===== config.mk =====
export PLATFORM = sky130hd
export DESIGN_NAME = tage_spec_ghr
export DESIGN_NICKNAME = d
export VERILOG_FILES = /design/src/rtl/tage_pkg.sv /design/src/rtl/tage_hist_fold.sv /design/src/rtl/tage_spec_ghr.sv
export SDC_FILE = /design/constraint.sdc
export NUM_CORES = 1
export LEC_CHECK = 0
export ABC_CLOCK_PERIOD_IN_PS = 12400
export CAP_MARGIN = 5
export CORE_UTILIZATION = 60
export CTS_BUF_LIST = sky130_fd_sc_hd__clkbuf_4
export CTS_CLUSTER_DIAMETER = 200
export CTS_CLUSTER_SIZE = 40
export DETAILED_ROUTE_END_ITERATION = 10
export GPL_TIMING_DRIVEN = 0
export PLACE_DENSITY = 0.92
export SLEW_MARGIN = 10
export SYNTH_ARGS = -nofsm -noshare
export SYNTH_HDL_FRONTEND = slang
export SYNTH_SLANG_ARGS = --single-unit

===== constraint.sdc =====
create_clock -name clk -period 12.4 [get_ports clk]
set_input_delay 1.86 -clock clk [delete_from_list [all_inputs] [get_ports clk]]
set_output_delay 1.86 -clock clk [all_outputs]
set_load 0.02 [all_outputs]

===== src/rtl/tage_pkg.sv =====
// Shared definitions for the TAGE speculative global-history slice.
// Holds the default geometry of the history unit, the per-table history
// lengths used for folding, the checkpoint id type, and a helper that
// returns a legal history length for any table index.
package tage_pkg;

  localparam int TAGE_HIST_LEN   = 64;
  localparam int TAGE_NUM_TABLES = 4;
  localparam int TAGE_FOLD_W     = 10;
  localparam int TAGE_CKPT_DEPTH = 8;

  // Geometric history lengths, shortest table first.
  localparam int TAGE_HIST_LENS [TAGE_NUM_TABLES] = '{8, 20, 40, 64};

  typedef logic [$clog2(TAGE_CKPT_DEPTH)-1:0] ckpt_id_t;

  // History length for table idx, clamped to the available history.
  // Tables beyond the default list use the full history.
  function automatic int table_hist_len(input int idx, input int hist_len);
    int len;
    if (idx < TAGE_NUM_TABLES) len = TAGE_HIST_LENS[idx];
    else                       len = hist_len;
    if (len > hist_len) len = hist_len;
    if (len < 1)        len = 1;
    return len;
  endfunction

endpackage


===== src/rtl/tage_hist_fold.sv =====
// Folds the newest L bits of a global history into FOLD_W bits by XORing
// consecutive FOLD_W-bit chunks together; the last chunk is zero-padded.
// Ports:
//   hist  in  HIST_LEN  history, bit 0 newest
//   fold  out FOLD_W    folded history
module tage_hist_fold #(
  parameter int L        = 8,
  parameter int FOLD_W   = 10,
  parameter int HIST_LEN = 64
) (
  input  logic [HIST_LEN-1:0] hist,
  output logic [FOLD_W-1:0]   fold
);

  localparam int NCHUNK = (L + FOLD_W - 1) / FOLD_W;
  localparam int PAD_W  = NCHUNK * FOLD_W;

  logic [PAD_W-1:0] padded;

  generate
    if (PAD_W > L) begin : g_pad
      assign padded = {{(PAD_W - L){1'b0}}, hist[L-1:0]};
    end else begin : g_nopad
      assign padded = hist[L-1:0];
    end

    // History bits older than L do not participate in this table's fold.
    if (L < HIST_LEN) begin : g_hi
      logic unused_hi;
      assign unused_hi = ^hist[HIST_LEN-1:L];
    end
  endgenerate

  always_comb begin
    fold = '0;
    for (int k = 0; k < NCHUNK; k++) begin
      fold = fold ^ padded[k*FOLD_W +: FOLD_W];
    end
  end

endmodule


===== src/rtl/tage_spec_ghr.sv =====
// Speculative global-history unit for the TAGE predictor.
// Keeps a speculative history (shifted at prediction) and an architectural
// history (shifted at commit), a circular buffer of history checkpoints for
// misprediction repair, and one folded history per tagged table.
// Ports:
//   clk, rst (async, active low)
//   pred_valid/pred_taken         prediction issue; pred_ckpt_id = slot used
//   ckpt_full, ckpt_count         checkpoint occupancy
//   commit_valid/commit_taken     oldest branch retires
//   flush_valid/flush_id/flush_taken  repair from a checkpoint
//   recover_arch                  restore speculative from architectural history
//   spec_ghr, arch_ghr, fold_hist history outputs
module tage_spec_ghr
  import tage_pkg::*;
#(
  parameter int HIST_LEN   = TAGE_HIST_LEN,
  parameter int NUM_TABLES = TAGE_NUM_TABLES,
  parameter int FOLD_W     = TAGE_FOLD_W,
  parameter int CKPT_DEPTH = TAGE_CKPT_DEPTH
) (
  input  logic                           clk,
  input  logic                           rst,
  input  logic                           pred_valid,
  input  logic                           pred_taken,
  output logic [$clog2(CKPT_DEPTH)-1:0]  pred_ckpt_id,
  output logic                           ckpt_full,
  input  logic                           commit_valid,
  input  logic                           commit_taken,
  input  logic                           flush_valid,
  input  logic [$clog2(CKPT_DEPTH)-1:0]  flush_id,
  input  logic                           flush_taken,
  input  logic                           recover_arch,
  output logic [HIST_LEN-1:0]            spec_ghr,
  output logic [HIST_LEN-1:0]            arch_ghr,
  output logic [NUM_TABLES*FOLD_W-1:0]   fold_hist,
  output logic [$clog2(CKPT_DEPTH):0]    ckpt_count
);

  localparam int ID_W  = $clog2(CKPT_DEPTH);
  localparam int CNT_W = ID_W + 1;

  logic [HIST_LEN-1:0] spec_ghr_reg, spec_ghr_next;
  logic [HIST_LEN-1:0] arch_ghr_reg, arch_ghr_next;
  logic [ID_W-1:0]     head_reg, head_next;
  logic [ID_W-1:0]     tail_reg, tail_next;
  logic [CNT_W-1:0]    count_reg, count_next;

  logic [HIST_LEN-1:0] ckpt_mem [CKPT_DEPTH];

  logic                full;
  logic                commit_fire;
  logic                pred_fire;
  logic [ID_W-1:0]     head_commit;
  logic [ID_W-1:0]     flush_span;
  logic [HIST_LEN-1:0] flush_ckpt;

  assign full        = (count_reg == CNT_W'(CKPT_DEPTH));
  assign commit_fire = commit_valid && (count_reg != '0);
  assign head_commit = head_reg + ID_W'(commit_fire);
  // Live span after repair, modulo depth; computed at id width so it wraps.
  assign flush_span  = flush_id - head_commit + ID_W'(1);
  assign flush_ckpt  = ckpt_mem[flush_id];
  // A full buffer rejects the prediction even if a commit frees a slot now.
  assign pred_fire   = pred_valid && !full && !flush_valid && !recover_arch;

  always_comb begin
    arch_ghr_next = arch_ghr_reg;
    spec_ghr_next = spec_ghr_reg;
    head_next     = head_commit;
    tail_next     = tail_reg;
    count_next    = count_reg;

    if (commit_fire) begin
      arch_ghr_next = {arch_ghr_reg[HIST_LEN-2:0], commit_taken};
    end

    if (recover_arch) begin
      // Restore from committed history including this cycle's commit.
      spec_ghr_next = arch_ghr_next;
      head_next     = tail_reg;
      count_next    = '0;
    end else if (flush_valid) begin
      spec_ghr_next = {flush_ckpt[HIST_LEN-2:0], flush_taken};
      tail_next     = flush_id + ID_W'(1);
      count_next    = {1'b0, flush_span};
    end else begin
      if (pred_fire) begin
        spec_ghr_next = {spec_ghr_reg[HIST_LEN-2:0], pred_taken};
        tail_next     = tail_reg + ID_W'(1);
      end
      count_next = count_reg + CNT_W'(pred_fire) - CNT_W'(commit_fire);
    end
  end

  always_ff @(posedge clk or negedge rst) begin
    if (!rst) begin
      spec_ghr_reg <= '0;
      arch_ghr_reg <= '0;
      head_reg     <= '0;
      tail_reg     <= '0;
      count_reg    <= '0;
    end else begin
      spec_ghr_reg <= spec_ghr_next;
      arch_ghr_reg <= arch_ghr_next;
      head_reg     <= head_next;
      tail_reg     <= tail_next;
      count_reg    <= count_next;
    end
  end

  // Checkpoint storage holds the pre-shift speculative history; no reset.
  always_ff @(posedge clk) begin
    if (pred_fire) begin
      ckpt_mem[tail_reg] <= spec_ghr_reg;
    end
  end

  assign spec_ghr     = spec_ghr_reg;
  assign arch_ghr     = arch_ghr_reg;
  assign pred_ckpt_id = tail_reg;
  assign ckpt_full    = full;
  assign ckpt_count   = count_reg;

  generate
    for (genvar gi = 0; gi < NUM_TABLES; gi++) begin : g_fold
      tage_hist_fold #(
        .L        (table_hist_len(gi, HIST_LEN)),
        .FOLD_W   (FOLD_W),
        .HIST_LEN (HIST_LEN)
      ) u_fold (
        .hist (spec_ghr_reg),
        .fold (fold_hist[gi*FOLD_W +: FOLD_W])
      );
    end
  endgenerate

endmodule


# == Word-level counts from Yosys, hierarchy flattened ==
# Memory sizes are Yosys's and may differ from the RTL's.
# Index checks and enable logic that the tools add are counted.
# op_classes
shift,0
multipliers,0
n_reduce_logical,11
addsub,7
n_lt_le_gt_ge,0
n_mux,11
eq_ne,1
n_div,0
bitwise_logic,7
# op_table
cell,count
64-bit two-way mux,4
10-bit bitwise XOR,5
10-bit by 4-bit bitwise XOR with 10-bit output,1
3-bit by 1-bit adder with 3-bit output (second input constant),3
3-bit two-way mux,3
4-bit two-way mux,2
4-bit by 1-bit adder with 4-bit output,1
4-bit equality test (second input constant),1
1-bit logical AND,4
4-bit nonzero test,1
4-bit by 1-bit subtractor with 4-bit output,1
3-bit by 1-bit adder with 3-bit output,1
1-bit zero test,3
3-bit nonzero test,1
3-bit subtractor,1
1-bit two-way mux,2
2-bit AND reduction,1
2-bit nonzero test,1
1-bit NOT,1
# totals
elab_cells,43
ram_bits,512
n_memories,1
ff_bits,138
mem_bits_ro,0
input_bits,12
latch_bits,0
# memory_table
memory,words,width,rd,rd_clocked_by_memory_dff,wr,line,rtl
ckpt_mem,8,64,1,0,1,tage_spec_ghr.sv:48,logic [HIST_LEN-1:0] ckpt_mem [CKPT_DEPTH];

# == Logic depth before layout (Yosys ltp) ==
# Gate-level depths: netlist of the first run.
# logic_depth
word_depth,9
ltp_mapped,16
mapped_depth_nobuf,14

# == Cells and area by module ==
# A second synthesis of the first run with hierarchy kept.
# hier_totals
hier_cells,1812
area_unflattened_um2,27567.7
# by_module_without_submodules
mod,cells_per_inst,n_inst,seq_area_each_um2,area_per_inst_um2
tage_spec_ghr,1721,1,18587.8,26595.5
tage_hist_fold at g_fold[3].u_fold,40,1,0.0,543.0
tage_hist_fold at g_fold[2].u_fold,30,1,0.0,262.8
tage_hist_fold at g_fold[1].u_fold,10,1,0.0,87.6
tage_hist_fold at g_fold[0].u_fold,11,1,0.0,78.8

# == Worst setup path after synthesis of the first run ==
# Ideal clock, no wire load.
# synth_timing
path_kind,input port to flip-flop
from,in flush_valid
to,"mem ckpt_mem[4][0], enable pin"
setup_ps,662
path_buffers,1
cell_stages,4
required_time_ps,11738
arrival_ps,8908
slack_ps,2830
path_cell_list,nor2_1 -> nand3_2 -> buf_2 -> nor4b_1
# synth_between
elab_chain_cells,5
# synth_lines
item,line,rtl
"start, declared",tage_spec_ghr.sv:29,"input logic flush_valid,"
1-bit zero test,tage_spec_ghr.sv:64,assign pred_fire = pred_valid && !full && !flush_valid && !recover_arch;
1-bit logical AND (2 in a row),tage_spec_ghr.sv:64,
1-bit two-way mux,tage_spec_ghr.sv:113,if (pred_fire) begin
1-bit two-way mux (not written as such),tage_spec_ghr.sv:114,ckpt_mem[tail_reg] <= spec_ghr_reg;
"end, declared",tage_spec_ghr.sv:48,
# No other way between the ends.

# == Final worst setup path of the first run ==
# layout_timing
from,reg spec_ghr_reg[0] (netlist: spec_ghr[0])
to,out fold_hist[30]
# layout_between
elab_chain_cells,6
# layout_lines
item,line,rtl
"start, declared",tage_spec_ghr.sv:42,"logic [HIST_LEN-1:0] spec_ghr_reg, spec_ghr_next;"
"start signal, assigned",tage_spec_ghr.sv:103,spec_ghr_reg <= spec_ghr_next;
10-bit bitwise XOR (5 in a row),tage_hist_fold.sv:37,fold = fold ^ padded[k*FOLD_W +: FOLD_W];
10-bit by 4-bit bitwise XOR with 10-bit output,tage_hist_fold.sv:37,
"end, declared",tage_spec_ghr.sv:35,"output logic [NUM_TABLES*FOLD_W-1:0] fold_hist,"
# No other way between the ends.

==> results of run 1 <==
## cell type report
| class | instances | area share |
|---|---|---|
| Inverter | 40 | 0.005059 |
| Sequential cell | 642 | 0.6264 |
| Clock inverter | 1 | 0.001012 |
| Timing Repair Buffer | 250 | 0.08192 |
| Tap cell | 585 | 0.02466 |
| Clock buffer | 35 | 0.008854 |
| Antenna cell | 1 | 0.00008432 |
| Buffer | 104 | 0.02230 |
| Multi-Input combinational cell | 678 | 0.2297 |
## per-layer routing
metal	routed length (um)	track usage	vias to the layer above
li1	-	-	6347
met2	33650	0.5162	1374
met5	0	0	-
met1	23850	0.4279	7988
met3	9485	0.06839	230
met4	3130	0.1392	0
## logic make-up after synthesis
group	share of synthesized area
flip-flops	0.7103
other	0.0001433
XOR/XNOR	0.02042
AO/OA/AOI/OAI	0.05905
adder cells (fa/ha/maj)	0.006503
multiplexers	0.1457
AND/OR/NAND/NOR	0.02678
buffers and inverters	0.03103
## path summary, 6_finish.rpt
path                                          from                       end  slack (ns)  cells after the start
min                         arch_ghr[39]$_DFF_PN0_    arch_ghr[40]$_DFF_PN0_        0.60                      2
max                        spec_ghr[0]$_DFFE_PN0P_             fold_hist[30]        6.88                      4
min reg2reg                 arch_ghr[39]$_DFF_PN0_    arch_ghr[40]$_DFF_PN0_        0.60                      2
max in group asynchronous                      rst  spec_ghr[23]$_DFFE_PN0P_       10.78                      2
min in group asynchronous                      rst    arch_ghr[42]$_DFF_PN0_        0.85                      1
max reg2reg                ckpt_count[2]$_DFF_PN0_   ckpt_count[2]$_DFF_PN0_        8.74                     16
## metrics by stage
stage                     hold WS, ns  std cells  setup slack [ns]  TNS [ns]
after floorplan                0.6071       1464             2.830         0
after detailed placement       0.5332       2299             7.200         0
after global placement         0.5256       2233            -3.400   -576.30
final                          0.5960       2336             6.876         0
after CTS                      0.5956       2335             6.970         0
after global routing           0.6226       2336             6.839         0
## power groups by stage
stage / sequential [mW] / combinational [mW] / clock [mW]
after detailed placement: 3.02 / 1.83 / 0
after floorplan: 3.01 / 0.875 / 0
after CTS: 2.98 / 1.84 / 0.703
after global placement: 3.01 / 1.76 / 0
final: 2.99 / 1.85 / 0.715
after global routing: 3.01 / 1.94 / 0.765
## cell usage in the layout, fill, tap and decap left out, types with 12 or more instances in the layout
master / netlist / final
mux2_2: 40 / 40
a221oi_1: 28 / 28
buf_6: 3 / 16
xnor2_1: 45 / 45
clkbuf_4: 1 / 36
xor2_1: 16 / 16
o22ai_1: 96 / 96
ha_1: 12 / 12
nand2_1: 39 / 39
a211oi_1: 35 / 35
o41ai_1: 30 / 30
edfxtp_1: 504 / 504
inv_1: 39 / 39
mux4_2: 92 / 92
dfrtp_1: 138 / 138
buf_4: 26 / 66
nor3_1: 38 / 36
clkdlybuf4s50_1: 0 / 183
mux2i_1: 129 / 129
buf_2: 27 / 35
clkbuf_1: 35 / 35
nor2b_1: 35 / 35
## worst max-delay path, stage by stage, from the launching register on
cell,delay (ns)
dfrtp_1,0.84
xor2_1,0.29
xnor2_1,0.68
xnor2_1,0.28
clkdlybuf4s50_1,0.67
==> impl_metrics.env, run 1 <==
export IMPL_synth_main_ff_cell="edfxtp_1"
export IMPL_intPower_mw=3.602
export IMPL_synth_area_mm2=0.02617
export IMPL_largest_reg_flops=504
export IMPL_fillers=2581
export IMPL_gp_congestion=0.8421
export IMPL_via_count=15940
export IMPL_hold_viol_final=0
export IMPL_tritoncts="yes"
export IMPL_area_delta_synth_final_pct=13.41
export IMPL_cts_hold_buf=0
export IMPL_post_cts_buffers=0
export IMPL_core_area_mm2=0.04308
export IMPL_place_area_mm2=0.02938
export IMPL_drc=0
export IMPL_cts_repair_resized=0
export IMPL_combPwrFrac=0.333
export IMPL_nNetsFinal=1761
export IMPL_synthTopCellsByCount="edfxtp_1 (504), dfrtp_1 (138), mux2i_1 (129)"
export IMPL_post_route_period_util=0.4454
export IMPL_clock_sinks=642
export IMPL_dr_pass1_iters=6
export IMPL_clkPwrFrac=0.129
export IMPL_critPathMaxFanout=13
export IMPL_die_area_mm2=0.04445
export IMPL_multi_input_area_mm2=0.006818
export IMPL_die_w_um=210.8
export IMPL_required_ns=10.54
export IMPL_power_switching_mw=1.953
export IMPL_fin_skew_ns=0.1809
export IMPL_syn_area_per_cell_um2=17.89
export IMPL_antenna_found_initial=2
export IMPL_slew_viol_final=0
export IMPL_ant_nets=0
export IMPL_start_kind="flop"
export IMPL_ios=188
export IMPL_grt_pass1_vias=16290
export IMPL_worst_pin_slew_ns=1.131
export IMPL_wirelength_mm=70.12
export IMPL_yosys_top_cells_area="edfxtp_1 (58%), dfrtp_1 (13%), mux4_2 (7.9%), mux2i_1 (4.9%), o22ai_1 (2.3%)"
export IMPL_cts_path_max_buffers=3
export IMPL_critical_path_class="reg2out"
export IMPL_rsz0062_at_grt="no"
export IMPL_end_kind="output pin"
export IMPL_fin_area_mm2=0.02968
export IMPL_grt_overflow_total=0
export IMPL_hold_path_class="reg2reg"
export IMPL_hpwl_mm=49.77
export IMPL_grt_pass1_wl_mm=102.9
export IMPL_outcome="finished, final reports clean"
export IMPL_initial_core_util=0.6075
export IMPL_total_power_mw=5.556
export IMPL_via_per_inst=6.823
export IMPL_clk_pin_slew_ns=0.39
export IMPL_period_needed_ns=5.524
export IMPL_arrival_ns=3.66
export IMPL_netSwitchingFraction=0.3516
export IMPL_async_flop_share=0.2150
export IMPL_port_buffers=184
export IMPL_htree_levels=1
export IMPL_fin_util=0.6889
export IMPL_die_y_um=210.8
export IMPL_max_freq_ghz=0.1810
export IMPL_synth_cell_types=49
export IMPL_root_buffer="clkbuf_4"
export IMPL_powerDensity_mw_per_mm2=187.2
export IMPL_clock_latency_ns=0.90
export IMPL_p_leak_nw=10.69
export IMPL_p_seq_frac=0.538
export IMPL_vdd_ir_drop_max_uv=248.7
export IMPL_synthCells=1463
export IMPL_grt_max_degree=71
export IMPL_ys_seq_area_frac=0.7103
export IMPL_dr_first_iter_drc_count=2328
export IMPL_synth_largest_area_cell="edfxtp_1"
export IMPL_wl_per_cell_um=30.02
export IMPL_yosysMostFrequentCell="edfxtp_1"
export IMPL_cts_made_buffers=20
export IMPL_synth_top_cell_area_share=0.5784
export IMPL_ys_warn_count=0
export IMPL_regArea_mm2=0.01859
export IMPL_synth_seq_cells=642
export IMPL_maxSlewHeadroom=0.2458
export IMPL_setup_viol=0
export IMPL_rows=76
export IMPL_maxCapViolCount=0
export IMPL_grt_usage=0.3206
export IMPL_drive_above_1_share=0.1823
export IMPL_synth_edf_count=504
No activity file was read; power rests on OpenSTA's default activity.
==> run 2: changes to the inputs <==
Settings changed: ABC_CLOCK_PERIOD_IN_PS 12400 to 4900, CORE_UTILIZATION 60 to 55, PLACE_DENSITY 0.92 to 0.89.
Clock period 12.4 ns to 4.9 ns, I/O delays scaled along.
==> impl_metrics.env, run 2 (synthesized netlist as in run 1, its figures left out) <==
export IMPL_die_area_mm2=0.04845
export IMPL_violations="design-rule violations"
export IMPL_final_cell_mix="edfxtp_1 (504), clkdlybuf4s50_1 (183), dfrtp_1 (138)"
export IMPL_maxCapViolCount=0
export IMPL_cts_repair_resized=0
export IMPL_htree_levels=1
export IMPL_root_buffer="clkbuf_4"
export IMPL_wirelength_mm=69.02
export IMPL_ios=188
export IMPL_cp_slowest_cell="dfrtp_1"
export IMPL_fin_tns_setup_ns=0
export IMPL_slew_viol_final=0
export IMPL_r2r_start="ckpt_count[2]$_DFF_PN0_"
export IMPL_r2r_cells=16
export IMPL_cts_made_buffers=20
export IMPL_largest_reg_flops=504
export IMPL_hpwl_mm=48.71
export IMPL_required_ns=4.16
export IMPL_period_needed_ns=4.233
export IMPL_cp_common_cell="xnor2_1"
export IMPL_clock_latency_ns=0.91
export IMPL_rsz0062_at_grt="no"
export IMPL_vdd_ir_drop_max_uv=842.9
export IMPL_cts_path_max_buffers=3
export IMPL_via_per_inst=6.660
export IMPL_grt_overflow_total=0
export IMPL_reg2reg_to="ckpt_count[2]$_DFF_PN0_"
export IMPL_fin_area_mm2=0.02984
export IMPL_critPathMaxFanout=13
export IMPL_powerDensity_mw_per_mm2=473.2
export IMPL_die_y_um=220.1
export IMPL_outcome="complete, but fails checks"
export IMPL_wl_per_cell_um=29.57
export IMPL_hold_viol_final=0
export IMPL_die_w_um=220.1
export IMPL_drive_above_1_share=0.1703
export IMPL_core_area_mm2=0.04675
export IMPL_r2r_setup_slack_ns=1.28
export IMPL_via_count=15540
export IMPL_port_buffers=184
export IMPL_arrival_ns=3.50
export IMPL_fin_skew_ns=0.1695
export IMPL_gp_congestion=0.8423
export IMPL_end_kind="output pin"
export IMPL_max_freq_ghz=0.2362
export IMPL_post_route_period_util=0.8639
export IMPL_rows=79
export IMPL_holdWs_ns=0.2250
export IMPL_drc=13
export IMPL_final_common_cell="edfxtp_1"
export IMPL_area_delta_synth_final_pct=14.04
export IMPL_cp_num_buf_inv=1
export IMPL_setup_viol=0
export IMPL_start_kind="flop"
export IMPL_critical_path_class="reg2out"
export IMPL_initial_core_util=0.5597
export IMPL_cp_top_family="XOR/XNOR gates"
export IMPL_grt_max_degree=101
export IMPL_place_area_mm2=0.02951
export IMPL_nNetsFinal=1737
export IMPL_grt_usage=0.2896
export IMPL_clk_pin_slew_ns=0.39
export IMPL_total_power_mw=14.12
export IMPL_grt_pass1_vias=15560
export IMPL_hold_path_class="in2async"
export IMPL_p_leak_nw=10.65
export IMPL_worst_pin_slew_ns=1.129
export IMPL_dr_pass1_iters=8
export IMPL_antenna_found_initial=2
export IMPL_clock_sinks=642
export IMPL_maxSlewHeadroom=0.2474
export IMPL_ant_nets=0
export IMPL_path_cells="xor2_1 > xnor2_1 > xnor2_1 > clkdlybuf4s50_1"
export IMPL_fin_util=0.6383
export IMPL_tritoncts="yes"
export IMPL_slowest_delay_ns=0.84
export IMPL_dr_first_iter_drc_count=2401
export IMPL_grt_pass1_wl_mm=101.2
-- run 2: changes by cell type in the layout (fill, tap and decap cells not counted), moves of 2 or more --
| cell | previous run | this run |
|---|---|---|
| buf_16 | 1 | 4 |
| buf_2 | 35 | 27 |
| buf_4 | 66 | 26 |
| buf_6 | 16 | 13 |
| buf_8 | 3 | 26 |
| nor3_2 | 2 | 0 |
| nor3_4 | 0 | 2 |
| nor3b_2 | 2 | 0 |
| nor3b_4 | 0 | 2 |
| nor4b_2 | 2 | 0 |
| nor4b_4 | 0 | 2 |
-- run 2: worst reg2reg max path: cells and delay by family (launching register included) --
kind	cells	cell delay, ns
adder cells (fa/ha/maj)	5	1.09
AO/OA/AOI/OAI	1	0.25
XOR/XNOR	3	0.44
flip-flops	1	0.47
AND/OR/NAND/NOR	2	0.52
buffers and inverters	5	0.77
-- run 2: layout make-up --
class                      count  area (um^2)
antenna                        1        2.502
buffer                       104        661.9
clock buffer                  34        255.2
clock inverter                 2        60.06
fill                        3116        16910
inverter                      40        150.1
multi-input combinational    678         6869
sequential                   642        18590
tap                          607        759.5
timing repair buffer         226         2495
-- run 2: routing by layer --
| metal | up-vias | track usage | wire length, um |
|---|---|---|---|
| met2 | 1151 | 0.4591 | 32840 |
| li1 | 6288 | - | - |
| met3 | 156 | 0.04955 | 8057 |
| met1 | 7949 | 0.4083 | 25540 |
| met5 | - | 0 | 0 |
| met4 | 0 | 0.1037 | 2590 |
-- run 2: worst max path at each step --
stage,start,end,cells after the start
floorplan,ckpt_count[2]$_DFF_PN0_,ckpt_mem[4][0]$_DFFE_PP_,7
global placement,flush_valid,ckpt_mem[4][11]$_DFFE_PP_,5
detailed placement,commit_valid,ckpt_count[2]$_DFF_PN0_,14
CTS,spec_ghr[6]$_DFFE_PN0P_,fold_hist[36],4
global route,spec_ghr[6]$_DFFE_PN0P_,fold_hist[36],4
finish,spec_ghr[6]$_DFFE_PN0P_,fold_hist[36],4
-- run 2: timing repair --
item	CTS	global route
buffers inserted	0	0
hold endpoints to repair	38	0
hold buffers	1	0
-- run 2: report_power, final --
part / internal (mW) / switching [mW] / total [mW]
sequential: 6.67 / 0.905 / 7.58
clock: 0.373 / 1.48 / 1.85
combinational: 2.13 / 2.56 / 4.69
total: 9.18 / 4.94 / 14.1
-- run 2: metrics by stage --
stage / worst slack, ns / instances
finish: 0.6667 / 2334
global route: 0.6259 / 2334
CTS: 0.7000 / 2333
detailed placement: 1.065 / 2296
global placement: -4.163 / 2255
floorplan: -0.4597 / 1464
